--- config.mk ---
export PLATFORM = sky130hd
export DESIGN_NAME = shape_cmd_issuer
export DESIGN_NICKNAME = d
export VERILOG_FILES = /design/src/rtl/shape_cmd_issuer.sv
export SDC_FILE = /design/constraint.sdc
export NUM_CORES = 1
export LEC_CHECK = 0
export CAP_MARGIN = 30
export CORE_ASPECT_RATIO = 1.75
export CORE_MARGIN = 2
export CORE_UTILIZATION = 63
export DETAILED_ROUTE_END_ITERATION = 6
export DONT_BUFFER_PORTS = 1
export PLACE_DENSITY = 0.79
export SLEW_MARGIN = 20
export SYNTH_ARGS = -nofsm -noshare
export SYNTH_HDL_FRONTEND = slang
export SYNTH_SLANG_ARGS = --single-unit
--- constraint.sdc ---
create_clock -name clk -period 10.9 [get_ports clk]
set_input_delay 2.18 -clock clk [delete_from_list [all_inputs] [get_ports clk]]
set_output_delay 2.18 -clock clk [all_outputs]
set_load 0.01 [all_outputs]
--- src/rtl/shape_cmd_issuer.sv ---
`default_nettype none
// ============================================================================
// Module   : shape_cmd_issuer
// Purpose  : Parses host command words into shape descriptors, queues them and
//            issues one at a time over the newshape/shapedone handshake.
//            Define SHAPECNT_EN to add the shapecount completion counter.
// Revision : 1.0
// ============================================================================
module shape_cmd_issuer #(
  parameter int COORDW = 10,
  parameter int QDEPTH = 4
) (
  input  logic              clk,
  input  logic              reset,
  input  logic              cmdvalid,
  input  logic [31:0]       cmddata,
  output logic              cmdready,
  input  logic              shapedone,
  output logic              newshape,
  output logic [3:0]        shapeid,
  output logic [COORDW-1:0] x0,
  output logic [COORDW-1:0] y0,
  output logic [COORDW-1:0] x1,
  output logic [COORDW-1:0] y1,
  output logic [COORDW-1:0] x2,
  output logic [COORDW-1:0] y2,
  output logic              empty,
  output logic              busy,
  output logic              cmderr
`ifdef SHAPECNT_EN
  ,
  output logic [15:0]       shapecount
`endif
);

  localparam int c_AW = $clog2(QDEPTH);
  localparam int c_DW = 4 + 6 * COORDW;
  localparam logic [c_AW:0] c_DEPTH = (c_AW + 1)'(QDEPTH);

  typedef enum logic [1:0] {PHDR = 2'd0, PARG = 2'd1, PHOLD = 2'd2} pstate_t;
  typedef enum logic [1:0] {IIDLE = 2'd0, IISSUE = 2'd1, IWAIT = 2'd2} istate_t;

  pstate_t r_pstate, w_pstate_nx;
  istate_t r_istate, w_istate_nx;

  logic [3:0]             r_pid;
  logic [1:0]             r_nops;
  logic [1:0]             r_idx;
  logic [2:0][COORDW-1:0] r_vx, r_vy, w_dx, w_dy;
  logic [c_AW:0]          r_wptr, r_rptr, w_wptr_nx, w_rptr_nx, w_count;
  logic [c_DW-1:0]        r_mem [QDEPTH];
  logic                   r_empty, r_cmderr;
  logic [3:0]             r_oid;
  logic [2:0][COORDW-1:0] r_ox, r_oy;

  logic              w_xfer, w_hdr_ok, w_last, w_room, w_push, w_pop;
  logic [COORDW-1:0] w_opx, w_opy;
  logic              w_unused_bits;

  assign cmdready  = (r_pstate != PHOLD);
  assign w_xfer    = cmdvalid & cmdready;
  assign w_opx     = cmddata[COORDW-1:0];
  assign w_opy     = cmddata[16+COORDW-1:16];
  assign w_hdr_ok  = (cmddata[3:0] <= 4'd2);
  assign w_last    = (r_pstate == PARG) && w_xfer && (r_idx == r_nops - 2'd1);
  assign w_pop     = (r_istate == IIDLE) && !r_empty;
  assign w_count   = r_wptr - r_rptr;
  // A pop on the same edge frees a slot, so a full queue can still accept.
  assign w_room    = (w_count != c_DEPTH) || w_pop;
  assign w_push    = (w_last || (r_pstate == PHOLD)) && w_room;
  assign w_wptr_nx = r_wptr + {{c_AW{1'b0}}, w_push};
  assign w_rptr_nx = r_rptr + {{c_AW{1'b0}}, w_pop};
  assign w_unused_bits = ^cmddata;

  always_comb begin
    w_dx = r_vx;
    w_dy = r_vy;
    if ((r_pstate == PARG) && w_xfer) begin
      case (r_idx)
        2'd0:    begin w_dx[0] = w_opx; w_dy[0] = w_opy; end
        2'd1:    begin w_dx[1] = w_opx; w_dy[1] = w_opy; end
        default: begin w_dx[2] = w_opx; w_dy[2] = w_opy; end
      endcase
    end
  end

  always_comb begin
    w_pstate_nx = r_pstate;
    case (r_pstate)
      PHDR:    if (w_xfer && w_hdr_ok) w_pstate_nx = PARG;
      PARG:    if (w_last) w_pstate_nx = w_room ? PHDR : PHOLD;
      PHOLD:   if (w_room) w_pstate_nx = PHDR;
      default: w_pstate_nx = PHDR;
    endcase
  end

  always_ff @(posedge clk or posedge reset) begin
    if (reset) begin
      r_pstate <= PHDR;
      r_pid    <= 4'd0;
      r_nops   <= 2'd0;
      r_idx    <= 2'd0;
      r_vx     <= '0;
      r_vy     <= '0;
    end else begin
      r_pstate <= w_pstate_nx;
      if ((r_pstate == PHDR) && w_xfer && w_hdr_ok) begin
        r_pid  <= cmddata[3:0];
        r_nops <= (cmddata[3:0] == 4'd1) ? 2'd3 : 2'd2;
        r_idx  <= 2'd0;
        r_vx   <= '0;
        r_vy   <= '0;
      end else if ((r_pstate == PARG) && w_xfer) begin
        r_vx  <= w_dx;
        r_vy  <= w_dy;
        r_idx <= r_idx + 2'd1;
      end
    end
  end

  always_ff @(posedge clk) begin
    if (w_push) r_mem[r_wptr[c_AW-1:0]] <= {r_pid, w_dx, w_dy};
  end

  always_ff @(posedge clk or posedge reset) begin
    if (reset) begin
      r_wptr  <= '0;
      r_rptr  <= '0;
      r_empty <= 1'b1;
    end else begin
      r_wptr  <= w_wptr_nx;
      r_rptr  <= w_rptr_nx;
      r_empty <= (w_wptr_nx == w_rptr_nx);
    end
  end

  always_comb begin
    w_istate_nx = r_istate;
    case (r_istate)
      IIDLE:   if (!r_empty) w_istate_nx = IISSUE;
      IISSUE:  w_istate_nx = IWAIT;
      IWAIT:   if (shapedone) w_istate_nx = IIDLE;
      default: w_istate_nx = IIDLE;
    endcase
  end

  always_ff @(posedge clk or posedge reset) begin
    if (reset) begin
      r_istate <= IIDLE;
      r_oid    <= 4'd0;
      r_ox     <= '0;
      r_oy     <= '0;
      r_cmderr <= 1'b0;
    end else begin
      r_istate <= w_istate_nx;
      if (w_pop) {r_oid, r_ox, r_oy} <= r_mem[r_rptr[c_AW-1:0]];
      if (((r_pstate == PHDR) && w_xfer && !w_hdr_ok) ||
          (shapedone && (r_istate != IWAIT)))
        r_cmderr <= 1'b1;
    end
  end

`ifdef SHAPECNT_EN
  logic [15:0] r_shapecnt;
  always_ff @(posedge clk or posedge reset) begin
    if (reset)
      r_shapecnt <= 16'd0;
    else if ((r_istate == IWAIT) && shapedone)
      r_shapecnt <= r_shapecnt + 16'd1;
  end
  assign shapecount = r_shapecnt;
`endif

  assign newshape = (r_istate == IISSUE);
  assign busy     = (r_istate == IISSUE) || (r_istate == IWAIT);
  assign empty    = r_empty;
  assign cmderr   = r_cmderr;
  assign shapeid  = r_oid;
  assign x0 = r_ox[0];
  assign y0 = r_oy[0];
  assign x1 = r_ox[1];
  assign y1 = r_oy[1];
  assign x2 = r_ox[2];
  assign y2 = r_oy[2];

endmodule
`default_nettype wire

==> impl_metrics.csv, run 1 <==
group,metric,value,unit
finish,finish.utilization,0.700,
timing,rsz0062_at_grt,"no",
logic_synthesis,syn_avg_cell_area,17.7,µm²
clocking,cts_root_buf,"clkbuf_16",
finish,fillers,1534,
finish,multiInputGateArea,4490,µm²
timing,worst_pin_slew,0.920,ns
drt,drt_wl_total,31.5,mm
clocking,h-tree-depth,2,
worst_setup_path,end_kind,"flip-flop",
clocking,postCtsHoldBufs,0,
logic_synthesis,ys_ff_latch,400,
worst_setup_path,cp_max_fo,37,
drt,ant_nets,0,
logic_synthesis,syn-num-nets,952,
finish,nets,957,
drt,firstDrtPassIters,5,
global_route,grt_use_total,0.243,
timing,holdWs,0.495,ns
drt,post-route-drc-count,0,
clocking,insertion_delay,0.53,ns
die,start_util,0.637,
job,drv_cap,0,
power_and_ir_drop,swShare,0.303,
die,io_pins,105,
global_route,grt_pass1_wl,49.9,mm
timing,finalCritPeriodShare,0.395,
finish,drive_above_1_share,0.303,
global_route,antenna_found_initial,0,
power_and_ir_drop,p_comb_frac,0.285,
power_and_ir_drop,power_density,287,nW/µm²
die,core_area,25100,µm²
logic_synthesis,netlist_area,16000,µm²
worst_setup_path,arrival,4.47,ns
finish,area_growth,9.86,%
logic_synthesis,synth_warnings,0,
timing,finalSetupTns,0,ns
logic_synthesis,netlist_instances,904,
timing,min_period,4.31,ns
timing,fin_skew,0.0160,ns
clocking,clock_tree.buffer_depth,3,
logic_synthesis,yosysSeqAreaShare,0.705,
clocking,numCtsBuffers,34,
drt,vias,8046,
clocking,cts.sinks,400,
drt,routedWlPerCell,25.2,µm
place,dpl.hpwl,19.4,mm
power_and_ir_drop,power.internal,3.52,mW
global_route,overflow,0,
timing,setup_viol,0,
clocking,cts.reportedPaths.clkPinSlew,0.06,ns
hold_path,min_path_type,"reg -> reg",
run_status,status,"completed",
die,die_area,26800,µm²
die,die_h,215,µm
worst_setup_path,critPathKind,"in -> reg",
place,place.gp.congestion,0.825,
drt,via_per_inst,6.44,
global_route,grt_max_degree,90,
power_and_ir_drop,switching_power,1.53,mW
clocking,postCtsSetupBuffers,0,
die,fp.dieW,125,µm
worst_setup_path,worstPathRequired,11.06,ns
power_and_ir_drop,clock_power_share,0.245,
timing,max_freq,232,MHz
power_and_ir_drop,p_leak,6.48,nW
global_route,grt_pass1_vias,8865,
clocking,cts_tree,"done",
finish,regArea,11300,µm²
worst_setup_path,start_kind,"input port",
clocking,cts-resized-gates,0,
power_and_ir_drop,total_power,5.05,mW
timing,fin_ws,6.59,ns
timing,relSlewSlack,0.387,
power_and_ir_drop,ir_drop,0.202,mV
die,fp-row-count,77,
finish,diodes,0,
place,port_buffers,0,
logic_synthesis,synthDistinctLibCells,38,
timing,finalHoldViolCount,0,
power_and_ir_drop,p_seq_frac,0.469,
place,pre_cts_ws,6.12,ns
drt,drtIter0Drc,599,
timing,drv_slew,0,
## area by class of cell
type,count,share of cell area
timing repair buffer,21,0.0114
sequential,400,0.642
multi-input combinational,439,0.255
clock buffer,43,0.0562
tap,316,0.0225
inverter,13,0.00306
clock inverter,18,0.00974
## critical path, cell delays in order
cell and delay [ns]:
nor2b_2 0.59, buf_4 0.37, a31oi_1 0.29, nor4_2 0.41
buf_4 0.59
## sequential cells by signal, indices dropped and copies added (netlist names), 2 cells and up
register / count
shapeid: 4
r_vx: 30
x0: 10
r_wptr: 3
r_rptr: 3
x1: 10
y2: 10
r_vy: 30
r_istate: 2
y1: 10
r_idx: 2
r_nops: 2
r_pid: 4
x2: 10
r_pstate: 2
r_mem: 256
y0: 10
## layer usage
layer | global-route usage | up-vias | part of all wire
met4 | 0.127 | 0 | 0.051
li1 | - | 3515 | -
met1 | 0.274 | 4195 | 0.35
met5 | 0 | - | 0
met3 | 0.0473 | 90 | 0.047
met2 | 0.436 | 246 | 0.55
## synth_stat cells
cell type  count  area [µm²]
and3_1        31         194
mux4_2        64        1440
a31oi_1        1        6.26
ha_1          12         150
edfxtp_1     256        7690
a211oi_2       1        12.5
clkbuf_1      26        97.6
nand2_1       50         188
a22o_1        29         254
a21oi_1       30         150
xnor2_1        5        43.8
and2_1         4        25.0
nor2_1         1        3.75
inv_1         12        45.0
nor4_1         2        12.5
buf_2         18        90.1
mux2_2       127        1430
nor3_2         1        10.0
a32o_1         1        10.0
nor2b_1        5        31.3
dfrtp_1      143        3580
o21bai_1       1        7.51
nor3_1         2        10.0
dfstp_2        1        26.3
buf_4          2        15.0
buf_1          6        22.5
nor4b_4        1        23.8
clkinv_1       1        3.75
o21ai_1        1        5.00
nand3_1        3        15.0
xor2_1         3        26.3
mux2i_1       12         120
a211o_1        1        8.76
a22oi_1        2        15.0
o221ai_1       1        8.76
nand2b_1       3        18.8
nor4b_1        1        8.76
o21ai_0       44         220
## kinds of logic (layout without fill, tap and decap cells)
group,Yosys count,count (layout),synth area share
simple gates,104,104,0.0337
fa+ha+maj,12,12,0.00937
compound gates,112,112,0.0436
xor+xnor,8,8,0.00437
flops,400,400,0.705
mux,203,203,0.187
buf+inv,65,95,0.0171
## final timing paths
check	startpoint	endpoint	slack, ns	cells after the start
setup / recovery	cmdvalid	r_mem[1][59]	6.59	5
hold / removal	r_nops[1]	r_nops[1]	0.50	1
setup reg to reg	r_pstate[1]	r_mem[1][59]	7.79	5
hold reg to reg	r_nops[1]	r_nops[1]	0.50	1
max in group asynchronous	reset	r_rptr[0]	7.88	2
min in group asynchronous	reset	shapeid[0]	1.68	1
## per-stage QoR
step                instances  instance area (µm²)
CTS                      1247                17500
detailed placement       1186                16400
floorplan                 904                16000
global placement         1185                16400
finish                   1250                17600
global route             1250                17600
## power by group through the flow
stage               clock network (mW)  logic, mW  registers [mW]
floorplan                            0       1.16            2.31
finish                            1.24       1.44            2.37
detailed placement                   0       1.43            2.40
global placement                     0       1.36            2.38
global route                      1.32       1.58            2.41
CTS                               1.26       1.44            2.37
## layout by cell type, fill, tap and decap left out, types with 2 or more instances in the layout
master / netlist / final
edfxtp_1: 256 / 256
dfrtp_1: 143 / 141
mux2_2: 127 / 127
mux4_2: 64 / 64
nand2_1: 50 / 50
o21ai_0: 44 / 44
clkbuf_16: 0 / 37
and3_1: 31 / 31
a21oi_1: 30 / 30
a22o_1: 29 / 29
buf_4: 2 / 17
mux2i_1: 12 / 12
ha_1: 12 / 12
inv_1: 12 / 11
clkinv_2: 0 / 10
xnor2_1: 5 / 5
and2_1: 4 / 4
clkbuf_8: 0 / 4
clkinv_1: 1 / 3
nand2b_1: 3 / 3
nor2b_1: 5 / 3
xor2_1: 3 / 3
nand3_1: 3 / 3
bufinv_16: 0 / 3
a22oi_1: 2 / 2
nor3_2: 1 / 2
nor4_2: 0 / 2
clkinvlp_4: 0 / 2
clkbuf_1: 26 / 2
Power figures use the tool's default switching activity.
==> inputs of run 2 (changes only) <==
--- a/config.mk
+++ b/config.mk
@@ -8,10 +8,10 @@
 export CAP_MARGIN = 30
 export CORE_ASPECT_RATIO = 1.75
 export CORE_MARGIN = 2
-export CORE_UTILIZATION = 63
+export CORE_UTILIZATION = 57
 export DETAILED_ROUTE_END_ITERATION = 6
 export DONT_BUFFER_PORTS = 1
-export PLACE_DENSITY = 0.79
+export PLACE_DENSITY = 0.75
 export SLEW_MARGIN = 20
 export SYNTH_ARGS = -nofsm -noshare
 export SYNTH_HDL_FRONTEND = slang
==> constraint.sdc (replaced) <==
create_clock -name clk -period 3.5 [get_ports clk]
set_input_delay 0.7 -clock clk [delete_from_list [all_inputs] [get_ports clk]]
set_output_delay 0.7 -clock clk [all_outputs]
set_load 0.01 [all_outputs]
==> run 2 against run 1 <==
Net effect:
- setup slack lost 5.8 ns
- hold slack lost 0.41 ns
- routed wire length grew 1.3%
- cell area grew 1.6%
- utilization shrank 5.6 points
- cell count grew 5.4%
- sequential share of layout area shrank 1.0 points
- via count shrank 1.3%
- clock skew shrank 0.0025 ns
- sequential power grew to 3.1 times the previous value
- non-clock buffer count grew 7
- highest routed layer unchanged
==> impl_metrics.csv, run 2 (synthesized netlist as in run 1, its figures left out) <==
group,metric,value,unit
finish,nets,966,
worst_setup_path,worstPathRequired,3.66,ns
drt,drtIter0Drc,665,
global_route,grt_use_total,0.226,
clocking,cts_root_buf,"clkbuf_16",
global_route,antenna_found_initial,0,
drt,via_per_inst,6.03,
worst_setup_path,cp_max_fo,41,
worst_setup_path,arrival,2.88,ns
drt,routedWlPerCell,24.2,µm
place,pre_cts_ws,0.768,ns
timing,fin_skew,0.0135,ns
job,drv_cap,0,
die,io_pins,105,
timing,min_period,2.72,ns
finish,final_cell_mix,"256 x edfxtp_1, 140 x dfrtp_1, 127 x mux2_2",
die,die_area,29500,µm²
timing,setup_viol,0,
clocking,numCtsBuffers,36,
worst_setup_path,crit_buf_inv,1,
clocking,postCtsHoldBufs,0,
place,dpl.hpwl,19.8,mm
global_route,grt_pass1_wl,49.2,mm
die,core_area,27800,µm²
drt,vias,7945,
clocking,cts-resized-gates,0,
timing,worst_pin_slew,0.963,ns
die,die_h,226,µm
place,port_buffers,0,
finish,final_area,17900,µm²
finish,drive_above_1_share,0.306,
power_and_ir_drop,power_density,902,nW/µm²
die,fp.dieW,131,µm
die,fp-row-count,81,
global_route,grt_pass1_vias,8362,
timing,finalHoldViolCount,0,
clocking,cts.sinks,400,
worst_setup_path,critPathKind,"reg -> reg",
drt,drt_wl_total,31.9,mm
power_and_ir_drop,total_power,16.1,mW
power_and_ir_drop,ir_drop,0.604,mV
drt,firstDrtPassIters,5,
die,start_util,0.577,
finish,largest_reg_flops,256,
finish,area_growth,11.7,%
worst_setup_path,cp_slowest_cell,"dfrtp_4",
global_route,grt_max_degree,59,
worst_setup_path,crit_path_max_incr_delay,0.65,ns
global_route,overflow,0,
worst_setup_path,critPathTopFamily,"flip-flops",
clocking,cts_tree,"done",
clocking,clock_tree.buffer_depth,3,
clocking,cts.reportedPaths.clkPinSlew,0.07,ns
power_and_ir_drop,p_leak,6.55,nW
finish,finish.utilization,0.644,
clocking,postCtsSetupBuffers,0,
finish,final_common_cell,"edfxtp_1",
timing,finalCritPeriodShare,0.777,
finish,diodes,0,
worst_setup_path,cp_cell_sequence,"ha_1, nor2b_1, xnor2_1, nor3_4, nor4b_4, buf_4",
timing,max_freq,367,MHz
clocking,insertion_delay,0.54,ns
timing,relSlewSlack,0.358,
timing,fin_ws,0.779,ns
run_status,status,"completed",
hold_path,min_path_type,"in -> async",
clocking,h-tree-depth,2,
place,place.gp.congestion,0.750,
worst_setup_path,end_kind,"flip-flop",
drt,ant_nets,0,
drt,post-route-drc-count,0,
worst_setup_path,start_kind,"flip-flop",
timing,rsz0062_at_grt,"no",
place,dpl-instance-area,16600,µm²
timing,drv_slew,0,
## run 2: changes by cell type in the layout (fill, tap and decap cells not counted), moves of 2 or more
cell and delta:
buf_4 +7, clkbuf_1 +6, clkinv_2 -6, bufinv_16 +4, clkinv_1 +3, clkbuf_8 -2
nor3_4 +2, nor4_2 -2, nor4_4 +2
## run 2: area by class of cell
type / instances / area (µm²)
multi-input cells: 439 / 4560
clock buffers: 47 / 983
well taps: 373 / 467
clock inverters: 17 / 258
inverters: 13 / 52.6
repair buffers: 28 / 263
fillers: 1942 / 9880
flip-flops and latches: 400 / 11300
## run 2: path summary, 6_finish.rpt
| path | start | end | slack [ns] | cells past startpoint |
|---|---|---|---|---|
| setup / recovery | r_rptr[0] | r_mem[2][46] | 0.78 | 6 |
| hold / removal | reset | r_istate[0] | 0.09 | 1 |
| setup reg to reg | r_rptr[0] | r_mem[2][46] | 0.78 | 6 |
| hold reg to reg | r_nops[1] | r_nops[1] | 0.49 | 1 |
| max in group asynchronous | reset | x2[1] | 2.52 | 2 |
| min in group clk | cmddata[21] | r_vy[25] | 0.30 | 1 |
## run 2: layer usage
metal / routed length (µm) / GRT usage
met5: 0 / 0
met4: 1030 / 0.0820
met3: 1960 / 0.0533
met2: 17400 / 0.398
met1: 11500 / 0.267
## run 2: report_power, final
group	leakage [nW]	total [mW]	internal, mW	switching [mW]
combinational	1.93	4.58	2.27	2.31
clock	0.606	4.16	2.50	1.66
sequential	4.02	7.39	6.49	0.899
## run 2: worst reg2reg max path: cells and delay by family, from the launching register on
| family | cells | cell delay (ns) |
|---|---|---|
| DFF | 1 | 0.65 |
| buffers and inverters | 1 | 0.59 |
| and+or+nand+nor | 3 | 0.58 |
| xor gates and xnor gates | 1 | 0.26 |
| adders and majority gates | 1 | 0.25 |
## run 2: through the flow
step / hold slack, ns / TNS, ns / cells
2_1_floorplan: 0.456 / -54.66 / 904
6_report: 0.0852 / 0 / 1317
3_3_place_gp: 0.477 / 0 / 1251
3_5_place_dp: 0.478 / 0 / 1252
4_1_cts: 0.0818 / 0 / 1316
5_1_grt: 0.114 / 0 / 1317
